<file path="src/rtl/sorted_cam_pkg.sv">
// Shared state encoding, default widths and request record for the sorted-CAM update scheduler.
package sorted_cam_pkg;

  localparam int ADDR_SIZE = 22;
  localparam int CNT_SIZE  = 32;
  localparam int STAT_SIZE = 32;

  typedef enum logic [1:0] {
    IDLE  = 2'd0,
    ISSUE = 2'd1,
    GAP   = 2'd2
  } state_t;

  typedef struct packed {
    logic [ADDR_SIZE-1:0] addr;
    logic [CNT_SIZE-1:0]  cnt;
  } req_t;

endpackage

</file>
<file path="src/rtl/sorted_cam_sched_rr_arbiter.sv">
// Combinational round-robin pick: first valid requester at or above i_ptr, wrapping.
// Zero latency; grants nothing while i_en is low.
module rr_arbiter #(
  parameter int NUM_REQ      = 4,
  parameter int REQ_IDX_SIZE = 2
) (
  input  logic [NUM_REQ-1:0]      i_valid,
  input  logic [REQ_IDX_SIZE-1:0] i_ptr,
  input  logic                    i_en,
  output logic [NUM_REQ-1:0]      o_grant,
  output logic [REQ_IDX_SIZE-1:0] o_grant_idx,
  output logic                    o_any
);

  localparam int SUM_W = REQ_IDX_SIZE + 1;

  logic [SUM_W-1:0]        w_sum;
  logic [REQ_IDX_SIZE-1:0] w_idx;

  // Candidate index is ptr+k folded back below NUM_REQ; the first hit wins.
  always_comb begin
    o_grant     = '0;
    o_grant_idx = '0;
    o_any       = 1'b0;
    w_sum       = '0;
    w_idx       = '0;
    for (int k = 0; k < NUM_REQ; k++) begin
      w_sum = {1'b0, i_ptr} + SUM_W'(k);
      if (w_sum >= SUM_W'(NUM_REQ)) begin
        w_sum = w_sum - SUM_W'(NUM_REQ);
      end
      w_idx = w_sum[REQ_IDX_SIZE-1:0];
      if (i_en && !o_any && i_valid[w_idx]) begin
        o_any          = 1'b1;
        o_grant[w_idx] = 1'b1;
        o_grant_idx    = w_idx;
      end
    end
  end

endmodule

</file>
<file path="src/rtl/sorted_cam_sched.sv">
// Round-robin pacer for the sorted-CAM update port: transfer at t gives a 1-cycle cam_input_valid at t+1, then a gap cycle.
// req_ready is combinational and one-hot, offered only in IDLE/GAP with enable; SORTED_CAM_SCHED_FILTER_EN drops counts <= cam_min_cnt.
module sorted_cam_sched #(
  parameter int NUM_REQ      = 4,
  parameter int REQ_IDX_SIZE = 2,
  parameter int ADDR_SIZE    = 22,
  parameter int CNT_SIZE     = 32,
  parameter int STAT_SIZE    = 32
) (
  input  logic                          clk,
  input  logic                          rst,
  input  logic                          enable,
  input  logic [NUM_REQ-1:0]            req_valid,
  output logic [NUM_REQ-1:0]            req_ready,
  input  logic [NUM_REQ*ADDR_SIZE-1:0]  req_addr,
  input  logic [NUM_REQ*CNT_SIZE-1:0]   req_cnt,
  output logic                          cam_input_valid,
  output logic [ADDR_SIZE-1:0]          cam_input_addr,
  output logic [CNT_SIZE-1:0]           cam_input_cnt,
  input  logic [CNT_SIZE-1:0]           cam_min_cnt,
  output logic [REQ_IDX_SIZE-1:0]       grant_id,
  output logic                          busy,
  output logic [STAT_SIZE-1:0]          issue_count,
  output logic [STAT_SIZE-1:0]          drop_count
);

  import sorted_cam_pkg::*;

  state_t                  r_state;
  state_t                  w_state_nxt;
  logic [REQ_IDX_SIZE-1:0] r_ptr;
  logic [REQ_IDX_SIZE-1:0] r_grant_id;
  logic [REQ_IDX_SIZE-1:0] w_grant_idx;
  logic [REQ_IDX_SIZE-1:0] w_ptr_nxt;
  logic [NUM_REQ-1:0]      w_grant;
  logic                    w_window;
  logic                    w_xfer;
  logic                    w_drop;
  req_t                    w_sel;
  req_t                    r_hold;
  logic                    r_cam_valid;
  logic [STAT_SIZE-1:0]    r_issue_count;

  // The CAM only samples a new update outside its request state, hence ISSUE is never a window.
  assign w_window = enable && ((r_state == IDLE) || (r_state == GAP));

  rr_arbiter #(
    .NUM_REQ      (NUM_REQ),
    .REQ_IDX_SIZE (REQ_IDX_SIZE)
  ) u_arb (
    .i_valid     (req_valid),
    .i_ptr       (r_ptr),
    .i_en        (w_window),
    .o_grant     (w_grant),
    .o_grant_idx (w_grant_idx),
    .o_any       (w_xfer)
  );

  assign req_ready = w_grant;

  always_comb begin
    w_sel = '0;
    for (int r = 0; r < NUM_REQ; r++) begin
      if (w_grant[r]) begin
        w_sel.addr = req_addr[r*ADDR_SIZE +: ADDR_SIZE];
        w_sel.cnt  = req_cnt[r*CNT_SIZE +: CNT_SIZE];
      end
    end
  end

  assign w_ptr_nxt = (w_grant_idx == REQ_IDX_SIZE'(NUM_REQ-1)) ? '0 : w_grant_idx + 1'b1;

  always_comb begin
    w_state_nxt = r_state;
    case (r_state)
      IDLE, GAP: w_state_nxt = (w_xfer && !w_drop) ? ISSUE : IDLE;
      ISSUE:     w_state_nxt = GAP;
      default:   w_state_nxt = IDLE;
    endcase
  end

  always_ff @(posedge clk or posedge rst) begin
    if (rst) begin
      r_state       <= IDLE;
      r_ptr         <= '0;
      r_grant_id    <= '0;
      r_hold        <= '0;
      r_cam_valid   <= 1'b0;
      r_issue_count <= '0;
    end else begin
      r_state     <= w_state_nxt;
      r_cam_valid <= (w_state_nxt == ISSUE);
      if (w_xfer) begin
        r_ptr      <= w_ptr_nxt;
        r_grant_id <= w_grant_idx;
        r_hold     <= w_sel;
      end
      // Counted as the pulse is launched so the count moves together with cam_input_valid.
      if (w_xfer && !w_drop && (r_issue_count != '1)) begin
        r_issue_count <= r_issue_count + 1'b1;
      end
    end
  end

`ifdef SORTED_CAM_SCHED_FILTER_EN
  logic [STAT_SIZE-1:0] r_drop_count;

  assign w_drop = w_xfer && (w_sel.cnt <= cam_min_cnt);

  always_ff @(posedge clk or posedge rst) begin
    if (rst) begin
      r_drop_count <= '0;
    end else if (w_drop && (r_drop_count != '1)) begin
      r_drop_count <= r_drop_count + 1'b1;
    end
  end

  assign drop_count = r_drop_count;
`else
  logic w_unused_min_cnt;

  assign w_unused_min_cnt = ^cam_min_cnt;
  assign w_drop           = 1'b0;
  assign drop_count       = '0;
`endif

  assign cam_input_valid = r_cam_valid;
  assign cam_input_addr  = r_hold.addr;
  assign cam_input_cnt   = r_hold.cnt;
  assign grant_id        = r_grant_id;
  assign busy            = (r_state != IDLE);
  assign issue_count     = r_issue_count;

endmodule
</file>
<file path="config.mk">
export PLATFORM = sky130hd
export DESIGN_NAME = sorted_cam_sched
export DESIGN_NICKNAME = d
export VERILOG_FILES = /design/src/rtl/sorted_cam_pkg.sv /design/src/rtl/sorted_cam_sched_rr_arbiter.sv /design/src/rtl/sorted_cam_sched.sv
export SDC_FILE = /design/constraint.sdc
export NUM_CORES = 1
export LEC_CHECK = 0
export ABC_AREA = 1
export CAP_MARGIN = 20
export CORE_AREA = 2 2 150 152
export DETAILED_ROUTE_END_ITERATION = 7
export DIE_AREA = 0 0 152 154
export MAX_ROUTING_LAYER = met4
export PLACE_DENSITY_LB_ADDON = 0.2
export SETUP_SLACK_MARGIN = 0.4
export SYNTH_ARGS = -nofsm -noshare
export SYNTH_HDL_FRONTEND = slang
export SYNTH_HIERARCHICAL = 1
export SYNTH_SLANG_ARGS = --single-unit
</file>
<file path="constraint.sdc">
create_clock -name clk -period 3.5 [get_ports clk]
set_input_delay 0.7 -clock clk [delete_from_list [all_inputs] [get_ports clk]]
set_output_delay 0.7 -clock clk [all_outputs]
set_load 0.005 [all_outputs]
</file>
==> run_summary.xml, run 1 <==
<?xml version="1.0" encoding="UTF-8"?>
<metrics>
  <group name="global_route">
    <metric name="grt_total_ovfl" unit="">0</metric>
    <metric name="number_of_antenna_violations_at_the_first_check_in_global_routing" unit="">0</metric>
    <metric name="grt_start_max_net_pins" unit="">94</metric>
    <metric name="grt_pass1_wl" unit="µm">39600</metric>
    <metric name="first_global_vias" unit="">7210</metric>
    <metric name="grt.total_usage" unit="%">21.9</metric>
  </group>
  <group name="sta">
    <metric name="max_slew.worst_pin.slew" unit="ns">0.537</metric>
    <metric name="min_period_over_period" unit="%">86.4</metric>
    <metric name="slew_headroom" unit="%">64.2</metric>
    <metric name="min_period" unit="ns">3.02</metric>
    <metric name="timing_hold_violations_final" unit="">0</metric>
    <metric name="tns" unit="ns">0</metric>
    <metric name="max_freq" unit="GHz">0.331</metric>
    <metric name="setup-violations-final" unit="">0</metric>
    <metric name="skew" unit="ns">0.0154</metric>
    <metric name="finalWorstSetupSlack" unit="ns">0.477</metric>
    <metric name="grt_setup_unrepaired" unit="">yes</metric>
    <metric name="finalMaxSlewViolations" unit="">0</metric>
  </group>
  <group name="floorplan">
    <metric name="io-pin-count" unit="">381</metric>
    <metric name="die_outline_area" unit="µm²">23400</metric>
    <metric name="num_rows" unit="">54</metric>
    <metric name="die_h" unit="µm">154</metric>
    <metric name="fp.dieW" unit="µm">152</metric>
    <metric name="initial_core_util" unit="%">30.4</metric>
    <metric name="core-area" unit="µm²">21700</metric>
  </group>
  <group name="synth">
    <metric name="synth-main-ff-cell" unit="">sky130_fd_sc_hd__dfrtp_1</metric>
    <metric name="synth_sequential_area_ratio" unit="%">35.3</metric>
    <metric name="async_reset_ff_share" unit="%">100</metric>
    <metric name="yosys.cell_count.top_type" unit="">sky130_fd_sc_hd__nand2_1</metric>
    <metric name="yosys.area.top_type_share" unit="%">35.3</metric>
    <metric name="syn-instance-count" unit="">963</metric>
    <metric name="yosys-top-cells-area" unit="">sky130_fd_sc_hd__dfrtp_1 35%, sky130_fd_sc_hd__nand2_1 17%, sky130_fd_sc_hd__a21oi_1 12%</metric>
    <metric name="synth.avg_cell_area" unit="µm²">6.85</metric>
    <metric name="synth_top_cells_by_count" unit="">293 x sky130_fd_sc_hd__nand2_1, 162 x sky130_fd_sc_hd__a21oi_1, 119 x sky130_fd_sc_hd__nor2_1</metric>
    <metric name="synthDominantAreaCellType" unit="">sky130_fd_sc_hd__dfrtp_1</metric>
    <metric name="synthDistinctLibCells" unit="">33</metric>
    <metric name="syn_area" unit="µm²">6590</metric>
    <metric name="synth_edf_count" unit="">0</metric>
    <metric name="yosys_register_bits" unit="">93</metric>
    <metric name="yosysWarnings" unit="">6</metric>
  </group>
  <group name="critical_path">
    <metric name="start_kind" unit="">primary input</metric>
    <metric name="critPathCaptureType" unit="">output pin</metric>
    <metric name="worstSetupPathType" unit="">in2out</metric>
    <metric name="worst-endpoint-arrival" unit="ns">2.32</metric>
    <metric name="cp.required" unit="ns">2.80</metric>
    <metric name="max_stage_delay" unit="ns">0.45</metric>
    <metric name="slowest_stage" unit="">sky130_fd_sc_hd__clkdlybuf4s50_1</metric>
    <metric name="cp_cell_sequence" unit="">clkdlybuf4s50_1 -&gt; inv_1 -&gt; nor2_4 -&gt; buf_6 -&gt; nand2_1 -&gt; o21ai_2 -&gt; inv_2 -&gt; buf_4 -&gt; nand4_1 -&gt; nand2_2 -&gt; dlygate4sd2_1</metric>
    <metric name="worstPathMaxFanout" unit="">6</metric>
  </group>
  <group name="route">
    <metric name="detail_route.vias_per_cell" unit="">4.87</metric>
    <metric name="detailedRoute.firstPassIterationCount" unit="">4</metric>
    <metric name="routed_wire_length" unit="µm">25600</metric>
    <metric name="route.detailed.wl_per_inst" unit="µm">16.5</metric>
    <metric name="first_iter_violations" unit="">277</metric>
    <metric name="drcViolationCount" unit="">0</metric>
    <metric name="ant_nets" unit="">0</metric>
    <metric name="route.vias.total" unit="">7527</metric>
  </group>
  <group name="run_status">
    <metric name="run_status" unit="">finished clean</metric>
  </group>
  <group name="cts">
    <metric name="path_clk_slew" unit="ns">0.07</metric>
    <metric name="tritoncts" unit="">built</metric>
    <metric name="cts-root-buf" unit="">sky130_fd_sc_hd__clkbuf_16</metric>
    <metric name="tritoncts_num_sinks" unit="">93</metric>
    <metric name="worst_skew_late_latency" unit="ns">0.36</metric>
    <metric name="clock_path_buffers" unit="">2</metric>
    <metric name="numCtsBuffers" unit="">9</metric>
    <metric name="clock_tree.htree_level_count" unit="">3</metric>
  </group>
  <group name="flow_run">
    <metric name="maxCapViolations" unit="">0</metric>
  </group>
  <group name="final_layout">
    <metric name="n_antenna_cell" unit="">0</metric>
    <metric name="fin_nets" unit="">1526</metric>
    <metric name="multi_input_area" unit="µm²">3770</metric>
    <metric name="final_layout_fill_cell_count" unit="">2192</metric>
    <metric name="layout.area.seq" unit="µm²">2330</metric>
    <metric name="area_growth" unit="%">57.3</metric>
    <metric name="final_layout_size_suffix_gt1_share" unit="%">7.42</metric>
  </group>
  <group name="power_and_ir_drop">
    <metric name="peakVddDrop" unit="V">0.000425</metric>
    <metric name="power.density" unit="nW/µm²">811</metric>
    <metric name="total_leakage_power" unit="nW">4.38</metric>
  </group>
  <group name="placement">
    <metric name="setup_slack_placement" unit="ns">0.180</metric>
    <metric name="number_of_port_buffers" unit="">316</metric>
    <metric name="replace_congestion" unit="">0.879</metric>
    <metric name="detailedPlacementHpwl" unit="µm">18700</metric>
  </group>
  <group name="min_path">
    <metric name="hold_path_class" unit="">reg2reg</metric>
  </group>
</metrics>
-- stage by stage --
stage | total power, mW | instance area [µm²] | utilization (%) | hold slack, ns | std cells
final | 8.41 | 10400 | 47.8 | 0.421 | 1547
after global routing | 9.19 | 10400 | 47.8 | 0.458 | 1547
after CTS | 8.52 | 10400 | 47.7 | 0.425 | 1546
after detailed placement | 7.35 | 9990 | 46.1 | 0.408 | 1527
after global placement | 7.29 | 9990 | 46.1 | 0.408 | 1527
after floorplan | 5.08 | 6710 | - | 0.393 | 994
-- area by class of cell --
cell class / instances / area share (%)
inverter: 45 / 1.69
sequential: 93 / 22.4
multi-input combinational: 772 / 36.4
timing repair buffer: 341 / 33.0
clock buffer: 9 / 2.17
clock inverter: 7 / 0.965
tap: 280 / 3.38
-- state kept, by name (all words and copies together), names as in the netlist --
signal           cells
r_state              2
r_ptr                2
cam_input_addr      22
cam_input_valid      1
grant_id             2
cam_input_cnt       32
issue_count         32
-- path summary, 6_finish.rpt --
path                                       from                        endpoint  slack [ns]  depth (start not counted)
max                                      enable                    req_ready[3]        0.48                         11
min                        r_state[1]$_DFF_PP0_            r_state[1]$_DFF_PP0_        0.42                          1
max reg2reg                r_ptr[0]$_DFFE_PP0P_   cam_input_cnt[20]$_DFFE_PP0P_        0.75                         15
min reg2reg                r_state[1]$_DFF_PP0_            r_state[1]$_DFF_PP0_        0.42                          1
max in group asynchronous                   rst  cam_input_addr[16]$_DFFE_PP0P_        2.24                          3
min in group asynchronous                   rst       cam_input_valid$_DFF_PP0_        0.86                          3
-- cell families after synthesis --
| logic type | after synthesis | synth area share [%] |
|---|---|---|
| and+or+nand+nor | 498 | 32.9 |
| AOI/OAI and AO/OA | 226 | 19.3 |
| buffers and inverters | 129 | 9.81 |
| DFF | 93 | 35.3 |
| adders and majority gates | 9 | 1.71 |
| xor gates and xnor gates | 7 | 0.930 |
| other | 1 | 0.0569 |
-- where the power goes --
part	switching, mW	internal, mW	total, mW
Clock	0.467	0.631	1.10
Sequential	0.256	1.52	1.78
Combinational	3.15	2.38	5.53
-- worst max-delay path: cells and delay by family --
| family | cells | cell delay (ns) |
|---|---|---|
| AOI/OAI and AO/OA | 1 | 0.12 |
| and+or+nand+nor | 4 | 0.38 |
| buffers and inverters | 6 | 1.12 |
-- what timing repair did --
action / 4_1_cts / 5_1_grt
pin swaps: 2 / 1
endpoints found under the setup margin: 4 / 6
hold endpoints to repair: 0 / 0
setup buffers: 3 / 1
hold buffers: 0 / 0
gates resized for setup: 11 / 7
-- layer usage --
metal	part of all wire, %	wire length [µm]	GRT usage (%)
met1	41	10400	24.8
met2	51	13000	38.2
met3	6.3	1600	5.75
met4	2.2	563	6.23
met5	0	0	-
-- placed cells by master (no fill, tap or decap), types with 5 or more instances in the layout --
cell type and n:
sky130_fd_sc_hd__a21oi_1 162, sky130_fd_sc_hd__buf_12 6, sky130_fd_sc_hd__buf_4 18, sky130_fd_sc_hd__clkbuf_16 9
sky130_fd_sc_hd__clkdlybuf4s50_1 312, sky130_fd_sc_hd__conb_1 32, sky130_fd_sc_hd__dfrtp_1 93, sky130_fd_sc_hd__ha_1 9
sky130_fd_sc_hd__inv_1 34, sky130_fd_sc_hd__inv_2 9, sky130_fd_sc_hd__nand2_1 287, sky130_fd_sc_hd__nand2_2 12
sky130_fd_sc_hd__nand3_1 24, sky130_fd_sc_hd__nand3_2 5, sky130_fd_sc_hd__nand3b_1 8, sky130_fd_sc_hd__nand4_1 21
sky130_fd_sc_hd__nor2_1 116, sky130_fd_sc_hd__nor2_4 6, sky130_fd_sc_hd__nor3_2 5, sky130_fd_sc_hd__o211ai_1 54
sky130_fd_sc_hd__xnor2_1 6
No activity file was read; power rests on OpenSTA's default activity.
==> run 2, diff against run 1 <==
TNS_END_PERCENT = 20   (was unset)
==> run 2 against run 1 <==
Sequential cell count is the same. Final cell count down 0.26%. Via count fell by 0.82%. Die area unchanged. Register-to-register slack got worse by 0.08 ns. Combinational power fell by 0.9%. First-iteration DRC count rose by 1.8%. Final area decreased by 0.45%. Clock-buffer cell count stayed put. Power down 0.55%. Largest cell class unchanged. Clock skew shrank 0.0046 ns. Clock power about the same.
==> run_summary.xml, run 2 (synthesized netlist as in run 1, its figures left out) <==
<?xml version="1.0" encoding="UTF-8"?>
<metrics>
  <group name="placement">
    <metric name="detailedPlacementHpwl" unit="µm">18700</metric>
    <metric name="placed_cells" unit="">1527</metric>
    <metric name="number_of_port_buffers" unit="">316</metric>
    <metric name="setup_slack_placement" unit="ns">0.180</metric>
    <metric name="replace_congestion" unit="">0.879</metric>
  </group>
  <group name="route">
    <metric name="detail_route.vias_per_cell" unit="">4.84</metric>
    <metric name="route.vias.total" unit="">7465</metric>
    <metric name="ant_nets" unit="">0</metric>
    <metric name="first_iter_violations" unit="">282</metric>
    <metric name="detailedRoute.firstPassIterationCount" unit="">5</metric>
    <metric name="routed_wire_length" unit="µm">25500</metric>
    <metric name="drcViolationCount" unit="">0</metric>
    <metric name="route.detailed.wl_per_inst" unit="µm">16.5</metric>
  </group>
  <group name="flow_run">
    <metric name="maxCapViolations" unit="">0</metric>
  </group>
  <group name="final_layout">
    <metric name="fin_nets" unit="">1522</metric>
    <metric name="commonest_non_fill_non_tap_cell_in_the_layout" unit="">sky130_fd_sc_hd__clkdlybuf4s50_1</metric>
    <metric name="fin_cells" unit="">1543</metric>
    <metric name="final_cell_mix" unit="">314 x sky130_fd_sc_hd__clkdlybuf4s50_1, 290 x sky130_fd_sc_hd__nand2_1, 162 x sky130_fd_sc_hd__a21oi_1, 118 x sky130_fd_sc_hd__nor2_1, 93 x sky130_fd_sc_hd__dfrtp_1</metric>
    <metric name="n_antenna_cell" unit="">0</metric>
    <metric name="final_layout_size_suffix_gt1_share" unit="%">6.57</metric>
    <metric name="area_growth" unit="%">56.6</metric>
  </group>
  <group name="global_route">
    <metric name="grt.total_usage" unit="%">21.8</metric>
    <metric name="grt_start_max_net_pins" unit="">94</metric>
    <metric name="grt_pass1_wl" unit="µm">39400</metric>
    <metric name="grt_total_ovfl" unit="">0</metric>
    <metric name="number_of_antenna_violations_at_the_first_check_in_global_routing" unit="">0</metric>
    <metric name="first_global_vias" unit="">7198</metric>
  </group>
  <group name="cts">
    <metric name="cts-root-buf" unit="">sky130_fd_sc_hd__clkbuf_16</metric>
    <metric name="clock_path_buffers" unit="">2</metric>
    <metric name="tritoncts_num_sinks" unit="">93</metric>
    <metric name="numCtsBuffers" unit="">9</metric>
    <metric name="tritoncts" unit="">built</metric>
    <metric name="clock_tree.htree_level_count" unit="">3</metric>
    <metric name="holdBufCountCts" unit="">0</metric>
    <metric name="worst_skew_late_latency" unit="ns">0.36</metric>
    <metric name="path_clk_slew" unit="ns">0.07</metric>
  </group>
  <group name="power_and_ir_drop">
    <metric name="totalPowerFinal" unit="mW">8.36</metric>
    <metric name="power.density" unit="nW/µm²">810</metric>
    <metric name="total_leakage_power" unit="nW">4.37</metric>
    <metric name="peakVddDrop" unit="V">0.000426</metric>
  </group>
  <group name="sta">
    <metric name="finalWorstSetupSlack" unit="ns">0.310</metric>
    <metric name="max_freq" unit="GHz">0.314</metric>
    <metric name="min_period" unit="ns">3.19</metric>
    <metric name="finalMaxSlewViolations" unit="">0</metric>
    <metric name="skew" unit="ns">0.0108</metric>
    <metric name="max_slew.worst_pin.slew" unit="ns">0.545</metric>
    <metric name="setup-violations-final" unit="">0</metric>
    <metric name="grt_setup_unrepaired" unit="">yes</metric>
    <metric name="min_period_over_period" unit="%">91.1</metric>
    <metric name="tns" unit="ns">0</metric>
    <metric name="timing_hold_violations_final" unit="">0</metric>
    <metric name="slew_headroom" unit="%">63.7</metric>
  </group>
  <group name="critical_path">
    <metric name="start_kind" unit="">primary input</metric>
    <metric name="cp.required" unit="ns">2.80</metric>
    <metric name="worst-endpoint-arrival" unit="ns">2.49</metric>
    <metric name="max_stage_delay" unit="ns">0.48</metric>
    <metric name="critPathCaptureType" unit="">output pin</metric>
    <metric name="rr_worst_depth" unit="">15</metric>
    <metric name="reg2reg_slack" unit="ns">0.67</metric>
    <metric name="cp_cell_sequence" unit="">clkdlybuf4s50_1 -&gt; inv_1 -&gt; nor2_2 -&gt; buf_4 -&gt; nand2_1 -&gt; o21ai_1 -&gt; inv_2 -&gt; nand4_1 -&gt; nand2_2 -&gt; clkdlybuf4s50_1</metric>
    <metric name="crit_top_cell" unit="">sky130_fd_sc_hd__clkdlybuf4s50_1</metric>
    <metric name="slowest_stage" unit="">sky130_fd_sc_hd__clkdlybuf4s50_1</metric>
    <metric name="worstPathMaxFanout" unit="">7</metric>
    <metric name="worstSetupPathType" unit="">in2out</metric>
  </group>
  <group name="floorplan">
    <metric name="core-area" unit="µm²">21700</metric>
    <metric name="io-pin-count" unit="">381</metric>
    <metric name="num_rows" unit="">54</metric>
    <metric name="fp.dieW" unit="µm">152</metric>
    <metric name="initial_core_util" unit="%">30.4</metric>
    <metric name="die_h" unit="µm">154</metric>
    <metric name="die_outline_area" unit="µm²">23400</metric>
  </group>
  <group name="run_status">
    <metric name="run_status" unit="">finished clean</metric>
  </group>
  <group name="min_path">
    <metric name="hold_path_class" unit="">reg2reg</metric>
    <metric name="worstHoldPathCells" unit="">1</metric>
  </group>
</metrics>
## run 2: worst max-delay path: cells and delay by family
family / cells / cell delay, ns
AND/OR/NAND/NOR: 4 / 0.40
AO/OA/AOI/OAI: 1 / 0.15
buffers and inverters: 5 / 1.23
## run 2: timing repair
| action | CTS | global route |
|---|---|---|
| buffers inserted | 0 | 0 |
| hold endpoints to repair | 0 | 0 |
| endpoints found under the setup margin | 4 | 5 |
| gates cloned | 0 | 0 |
| gates resized for setup | 4 | 1 |
## run 2: layer usage
layer  wire length, µm  vias up  GRT usage, %
li1                  -     3718             -
met1             10500     3487          24.7
met2             12900      224          38.3
met3              1580       36          5.75
met4               538        0          6.01
met5                 0        -             -
## run 2: per-stage QoR
step	instance area (µm²)	utilization (%)	hold WS, ns
final	10300	47.6	0.421
after global routing	10300	47.6	0.458
after CTS	10300	47.6	0.425
after detailed placement	9990	46.1	0.408
after global placement	9990	46.1	0.408
after floorplan	6710	-	0.393
## run 2: path summary, 6_finish.rpt
kind / start / end
max: enable / req_ready[3]
min: r_state[1]$_DFF_PP0_ / r_state[1]$_DFF_PP0_
max reg2reg: r_ptr[0]$_DFFE_PP0P_ / cam_input_cnt[20]$_DFFE_PP0P_
min reg2reg: r_state[1]$_DFF_PP0_ / r_state[1]$_DFF_PP0_
max in group asynchronous: rst / cam_input_cnt[26]$_DFFE_PP0P_
min in group asynchronous: rst / cam_input_valid$_DFF_PP0_
## run 2: area by class of cell
class | count | area (µm²)
Tap cell | 280 | 350
Multi-Input combinational cell | 772 | 3750
Sequential cell | 93 | 2330
Inverter | 45 | 175
Clock inverter | 7 | 100
Fill cell | 2196 | 11400
Timing Repair Buffer | 337 | 3400
Clock buffer | 9 | 225
## run 2: power breakdown
| part | leakage (nW) | total (mW) | internal, mW | switching (mW) |
|---|---|---|---|---|
| clock network | 0.160 | 1.10 | 0.631 | 0.470 |
| registers | 1.18 | 1.78 | 1.52 | 0.254 |
| logic | 3.03 | 5.48 | 2.35 | 3.13 |
